==> src/rtl/spi_rd_pkg.sv <==
// Shared types for the SPI read initiator and the device-side command decoder.
package spi_rd_pkg;

    typedef enum logic [7:0] {
        INFO_RD = 8'h3a,
        DATA_RD = 8'h3b
    } cmd_t;

    typedef enum logic [2:0] {
        IDLE,
        CMD,
        DATA,
        WAIT_RX,
        DONE
    } state_t;

    localparam logic [3:0] BASE_INFO = 4'h0;
    localparam logic [3:0] BASE_DATA = 4'h8;

endpackage

==> src/rtl/spi_rd_wdt.sv <==
// Inactivity watchdog: expires after LIMIT enabled cycles without a kick.
module spi_rd_wdt #(
    parameter int unsigned LIMIT = 1024
) (
    input  logic clk_i,
    input  logic rst_n_i,
    input  logic en_i,
    input  logic kick_i,
    output logic expire_o
);
    localparam int unsigned W = $clog2(LIMIT + 1);

    logic [W-1:0] cnt_q;

    // Expiry is combinational so the FSM aborts on exactly the LIMIT-th idle edge.
    assign expire_o = en_i & ~kick_i & (cnt_q == W'(LIMIT - 1));

    always_ff @(posedge clk_i or negedge rst_n_i) begin
        if (!rst_n_i) begin
            cnt_q <= '0;
        end else if (!en_i || kick_i || expire_o) begin
            cnt_q <= '0;
        end else begin
            cnt_q <= cnt_q + W'(1);
        end
    end

endmodule

==> src/rtl/spi_rd_initiator.sv <==
// Host-side SPI read sequencer: command byte, dummy data bytes, indexed read stream.
// Optional inactivity abort enabled by defining SPI_RD_TIMEOUT_EN.
module spi_rd_initiator
    import spi_rd_pkg::*;
#(
    parameter int unsigned INFO_LEN    = 7,
    parameter int unsigned DATA_LEN    = 7,
    parameter int unsigned RX_SKIP     = 1,
    parameter logic [7:0]  DUMMY       = 8'h00,
    parameter int unsigned TIMEOUT_CYC = 1024
) (
    input  logic       clk_i,
    input  logic       rst_n_i,
    input  logic       req_i,
    input  logic       req_type_i,
    output logic       req_rdy_o,
    output logic       cs_n_o,
    output logic       dc_o,
    output logic       tx_vld_o,
    output logic [7:0] tx_data_o,
    input  logic       tx_rdy_i,
    input  logic       rx_vld_i,
    input  logic [7:0] rx_data_i,
    output logic       rd_vld_o,
    output logic [3:0] rd_addr_o,
    output logic [7:0] rd_data_o,
    output logic       busy_o,
    output logic       done_o,
    output logic       err_o
);
    localparam int unsigned MAX_LEN = (INFO_LEN > DATA_LEN) ? INFO_LEN : DATA_LEN;
    localparam int unsigned CW      = $clog2(2 + RX_SKIP + MAX_LEN);

    state_t        state_q;
    logic          type_q;
    logic [CW-1:0] tx_cnt_q;
    logic [CW-1:0] rx_cnt_q;
    logic          cs_n_q;
    logic          dc_q;
    logic          tx_vld_q;
    logic [7:0]    tx_data_q;
    logic          rd_vld_q;
    logic [3:0]    rd_addr_q;
    logic [7:0]    rd_data_q;
    logic          done_q;
    logic          err_q;

    logic [CW-1:0] len;
    logic [CW-1:0] tx_last;
    logic [CW-1:0] rx_total;
    logic [CW-1:0] pay_idx;
    logic [3:0]    base;
    logic          tx_hs;
    logic          rx_take;
    logic          timeout;

    always_comb begin
        len      = type_q ? CW'(DATA_LEN) : CW'(INFO_LEN);
        base     = type_q ? BASE_DATA : BASE_INFO;
        tx_last  = len + CW'(RX_SKIP) - CW'(1);
        rx_total = len + CW'(1 + RX_SKIP);
        pay_idx  = rx_cnt_q - CW'(1 + RX_SKIP);
    end

    assign tx_hs   = tx_vld_q & tx_rdy_i;
    assign rx_take = rx_vld_i && (state_q inside {CMD, DATA, WAIT_RX}) && (rx_cnt_q < rx_total);

    assign req_rdy_o = (state_q == IDLE);
    assign busy_o    = (state_q != IDLE);
    assign cs_n_o    = cs_n_q;
    assign dc_o      = dc_q;
    assign tx_vld_o  = tx_vld_q;
    assign tx_data_o = tx_data_q;
    assign rd_vld_o  = rd_vld_q;
    assign rd_addr_o = rd_addr_q;
    assign rd_data_o = rd_data_q;
    assign done_o    = done_q;
    assign err_o     = err_q;

`ifdef SPI_RD_TIMEOUT_EN
    spi_rd_wdt #(
        .LIMIT(TIMEOUT_CYC)
    ) u_wdt (
        .clk_i   (clk_i),
        .rst_n_i (rst_n_i),
        .en_i    (busy_o),
        .kick_i  (tx_hs | rx_vld_i),
        .expire_o(timeout)
    );
`else
    logic [31:0] unused_timeout_cyc;
    assign unused_timeout_cyc = TIMEOUT_CYC;
    assign timeout            = 1'b0;
`endif

    always_ff @(posedge clk_i or negedge rst_n_i) begin
        if (!rst_n_i) begin
            state_q   <= IDLE;
            type_q    <= 1'b0;
            tx_cnt_q  <= '0;
            rx_cnt_q  <= '0;
            cs_n_q    <= 1'b1;
            dc_q      <= 1'b0;
            tx_vld_q  <= 1'b0;
            tx_data_q <= '0;
            rd_vld_q  <= 1'b0;
            rd_addr_q <= '0;
            rd_data_q <= '0;
            done_q    <= 1'b0;
            err_q     <= 1'b0;
        end else begin
            done_q   <= 1'b0;
            err_q    <= 1'b0;
            rd_vld_q <= 1'b0;
            if (timeout) begin
                state_q  <= IDLE;
                cs_n_q   <= 1'b1;
                tx_vld_q <= 1'b0;
                err_q    <= 1'b1;
            end else begin
                // Receive side counts independently of the tx phase; echo and skip bytes are dropped.
                if (rx_take) begin
                    rx_cnt_q <= rx_cnt_q + CW'(1);
                    if (rx_cnt_q > CW'(RX_SKIP)) begin
                        rd_vld_q  <= 1'b1;
                        rd_data_q <= rx_data_i;
                        rd_addr_q <= base + 4'(pay_idx);
                    end
                end
                case (state_q)
                    IDLE: begin
                        if (req_i) begin
                            type_q    <= req_type_i;
                            tx_cnt_q  <= '0;
                            rx_cnt_q  <= '0;
                            cs_n_q    <= 1'b0;
                            dc_q      <= 1'b0;
                            tx_vld_q  <= 1'b1;
                            tx_data_q <= req_type_i ? DATA_RD : INFO_RD;
                            state_q   <= CMD;
                        end
                    end
                    CMD: begin
                        if (tx_rdy_i) begin
                            dc_q      <= 1'b1;
                            tx_data_q <= DUMMY;
                            state_q   <= DATA;
                        end
                    end
                    DATA: begin
                        if (tx_rdy_i) begin
                            tx_cnt_q <= tx_cnt_q + CW'(1);
                            if (tx_cnt_q == tx_last) begin
                                tx_vld_q <= 1'b0;
                                state_q  <= WAIT_RX;
                            end
                        end
                    end
                    WAIT_RX: begin
                        if (rx_cnt_q == rx_total) begin
                            done_q  <= 1'b1;
                            state_q <= DONE;
                        end
                    end
                    DONE: begin
                        cs_n_q  <= 1'b1;
                        state_q <= IDLE;
                    end
                    default: state_q <= IDLE;
                endcase
            end
        end
    end

endmodule

==> config.mk <==
export PLATFORM = sky130hd
export DESIGN_NAME = spi_rd_initiator
export DESIGN_NICKNAME = d
export VERILOG_FILES = /design/src/rtl/spi_rd_pkg.sv /design/src/rtl/spi_rd_wdt.sv /design/src/rtl/spi_rd_initiator.sv
export SDC_FILE = /design/constraint.sdc
export NUM_CORES = 1
export LEC_CHECK = 0
export ABC_AREA = 1
export BUFFER_PORTS_ARGS = -buffer_cell sky130_fd_sc_hd__buf_2
export CORE_AREA = 2 2 62 64
export CTS_CLUSTER_SIZE = 8
export DETAILED_ROUTE_END_ITERATION = 10
export DIE_AREA = 0 0 64 66
export PLACE_DENSITY_LB_ADDON = 0.25
export SYNTH_ARGS = -nofsm -noshare
export SYNTH_HDL_FRONTEND = slang
export SYNTH_HIERARCHICAL = 1
export SYNTH_SLANG_ARGS = --single-unit
==> constraint.sdc <==
create_clock -name clk_i -period 1.7 [get_ports clk_i]
set_clock_uncertainty 0.15 [all_clocks]
set_input_delay 0.17 -clock clk_i [delete_from_list [all_inputs] [get_ports clk_i]]
set_output_delay 0.17 -clock clk_i [all_outputs]
set_load 0.02 [all_outputs]
==> flow_summary.json <==
{
  "drv_slew": 0,
  "crit_buf_inv": 2,
  "crit_top_cell": "nand2_1",
  "hold_ws_ns": 0.0250,
  "grt_usage_pct": 17.8,
  "leakagePower_nw": 1.09,
  "routed_wl_microns": 3330,
  "slew_headroom_pct": 54.2,
  "ys_seq_area_share_pct": 50.0,
  "port_buffers": 37,
  "yosys_warnings": 6,
  "ir_worst_vdd_v": 0.00107,
  "crit_family": "flip-flops",
  "finalSetupViolCount": 0,
  "powerDensity_nw_per_um2": 1880,
  "synth-seq-cells": 31,
  "critPathKind": "flop to flop",
  "clk_latency_ns": 0.33,
  "gp_routability_congestion": 0.784,
  "route.vias.total": 1344,
  "final_common_cell": "nand2_1",
  "critPathRequiredTime_ns": 1.83,
  "wl_per_cell_microns": 11.6,
  "grt_overflow_total": 0,
  "cpPeakStageDelay_ns": 0.41,
  "path_clk_slew_ns": 0.09,
  "fin_tns_setup_ns": 0,
  "start_util_pct": 43.7,
  "cts_max_path_buffers": 2,
  "cts_made_buffers": 5,
  "h-tree-depth": 2,
  "ff2ff_setup_slack_ns": 0.13,
  "drt_pass1_iterations": 4,
  "arrival_ns": 1.70,
  "syn_to_final_growth_pct": 27.0,
  "antenna_found_initial": 0,
  "die_h_microns": 66,
  "num_rows": 22,
  "fin_crit_sh_pct": 92.5,
  "avgSynthCellArea_sq_um": 8.39,
  "crit_fanout": 10,
  "status": "finished clean",
  "tightestPinTransition_ns": 0.687,
  "layout_common_cells": "69 x nand2_1, 37 x buf_2, 28 x dfrtp_1",
  "drc": 0,
  "drv_cap": 0,
  "drt-initial-drc-count": 57,
  "clock-sinks": 31,
  "grt_max_degree": 32,
  "cts_tree": "yes",
  "timing.final.crit_period_ns": 1.57,
  "cpMaxStageDelayCell": "dfrtp_1",
  "clock.fmax_ghz": 0.636,
  "crit_chain": "inv_1, ha_1, o21ai_2, nand3_4, inv_4, nand2_1, nand2_1",
  "rsz0062_at_grt": "yes",
  "drive_gt1_share_pct": 29.3,
  "ant_nets": 0,
  "fp.coreArea_sq_um": 3550,
  "num-nets-final": 259,
  "dieArea_sq_um": 4220,
  "synth_cell_types": 23,
  "critPathLaunchType": "flop",
  "netlist_area_sq_um": 1550,
  "diodes": 0,
  "die_x_microns": 64,
  "fillCellCount": 322,
  "grt_pass1_vias": 1321,
  "grt_pass1_wl_microns": 5780,
  "hold_class": "input port to flop",
  "hold_viol": 0,
  "ios": 42,
  "cts_root_buf": "clkbuf_4",
  "viasPerCell": 4.68,
  "crit_path_end_kind": "flop",
  "synthCells": 185,
  "hpwlAfterDp_microns": 2190
}
[through the flow]
| step | instances | instance area, sq um | util [%] | worst slack, ns | power [W] |
|---|---|---|---|---|---|
| after floorplan | 188 | 1560 | - | 0.0820 | 0.00267 |
| after global placement | 266 | 1750 | 49.4 | 0.0380 | 0.00311 |
| after detailed placement | 266 | 1750 | 49.4 | -0.0705 | 0.00315 |
| after CTS | 284 | 1920 | 54.1 | 0.00720 | 0.00362 |
| after global routing | 287 | 1970 | 55.5 | -0.0145 | 0.00408 |
| final | 287 | 1970 | 55.5 | 0.128 | 0.00371 |
[report_power, final]
part	leakage, nW	total (W)	internal (W)	switching (W)
combinational	0.667	0.00198	0.000688	0.00129
clock	0.0341	0.000434	0.000191	0.000243
sequential	0.390	0.00129	0.00104	0.000250
total	1.09	0.00371	0.00192	0.00179
[cell type report]
| cell class | count | area, sq um | area share [%] |
|---|---|---|---|
| sequential | 31 | 779 | 39.5 |
| multi-input combinational | 134 | 692 | 35.1 |
| timing repair buffer | 52 | 325 | 16.5 |
| tap | 48 | 60.1 | 3.05 |
| inverter | 15 | 58.8 | 2.98 |
| clock buffer | 6 | 51.3 | 2.60 |
| clock inverter | 1 | 5.00 | 0.254 |
[kinds of logic (layout without fill, tap and decap cells)]
| family | count (synthesis) | count (layout) | share of synthesized area (%) |
|---|---|---|---|
| xor+xnor | 4 | 4 | 2.26 |
| buf+inv | 24 | 74 | 8.30 |
| flops | 31 | 31 | 50.0 |
| fa+ha+maj | 6 | 6 | 4.83 |
| simple gates | 104 | 105 | 28.9 |
| other cells | 1 | 4 | 0.242 |
| compound gates | 15 | 15 | 5.40 |
[final timing paths]
path | from | to | cells after the start
worst min register to register | rd_data_o[0] | rd_data_o[0] | 2
max in group asynchronous | rst_n_i | state_q[0] | 2
min in group asynchronous | rst_n_i | tx_data_o[4] | 2
worst max-delay path | rx_cnt_q[0] | rd_data_o[2] | 7
worst min-delay path | req_i | tx_vld_o | 3
worst max register to register | rx_cnt_q[0] | rd_data_o[2] | 7
[flip-flops by register name, summed over array words and instances (netlist names)]
| register | count |
|---|---|
| rx_cnt_q | 4 |
| type_q | 1 |
| rd_addr_o | 4 |
| tx_cnt_q | 4 |
| rd_vld_o | 1 |
| state_q | 3 |
| done_o | 1 |
| tx_vld_o | 1 |
| dc_o | 1 |
| tx_data_o | 2 |
| cs_n_o | 1 |
| rd_data_o | 8 |
[synth_stat cells]
master,count,area (sq um)
nand2_1,71,267
dfrtp_1,30,751
nand3_1,14,70.1
inv_1,11,41.3
nor2_1,9,33.8
o21ai_0,9,45.0
buf_4,8,60.1
ha_1,6,75.1
a21oi_1,4,20.0
xor2_1,4,35.0
inv_2,3,11.3
nor3_1,3,15.0
nand2_2,2,12.5
nor2_2,2,12.5
a22o_2,1,10.0
buf_6,1,11.3
clkinv_2,1,5.00
conb_1,1,3.75
dfstp_2,1,26.3
nand3_2,1,10.0
nand3_4,1,17.5
nor2_4,1,11.3
o21ai_2,1,8.76
[worst reg2reg max path, stage by stage (launching register included)]
cell and delay (ns):
dfrtp_1 0.41, inv_1 0.08, ha_1 0.23, o21ai_2 0.22
nand3_4 0.16, inv_4 0.14, nand2_1 0.07, nand2_1 0.06
[per-layer routing]
layer	vias up	track usage [%]	share of wire (%)
met1	614	21.7	47
met5	-	0	0
met4	0	6.79	1.7
met3	7	5.62	6.6
met2	41	29.3	45
li1	682	-	-
[repair_timing]
item,CTS,global route
cloned,0,1
resized for setup,1,11
pin swaps,0,1
buffers inserted,0,2
hold buffers,11,0
hold endpoints to repair,42,0
endpoints found under the setup margin,12,16
Note: power is estimated with default switching activity, not from simulation.
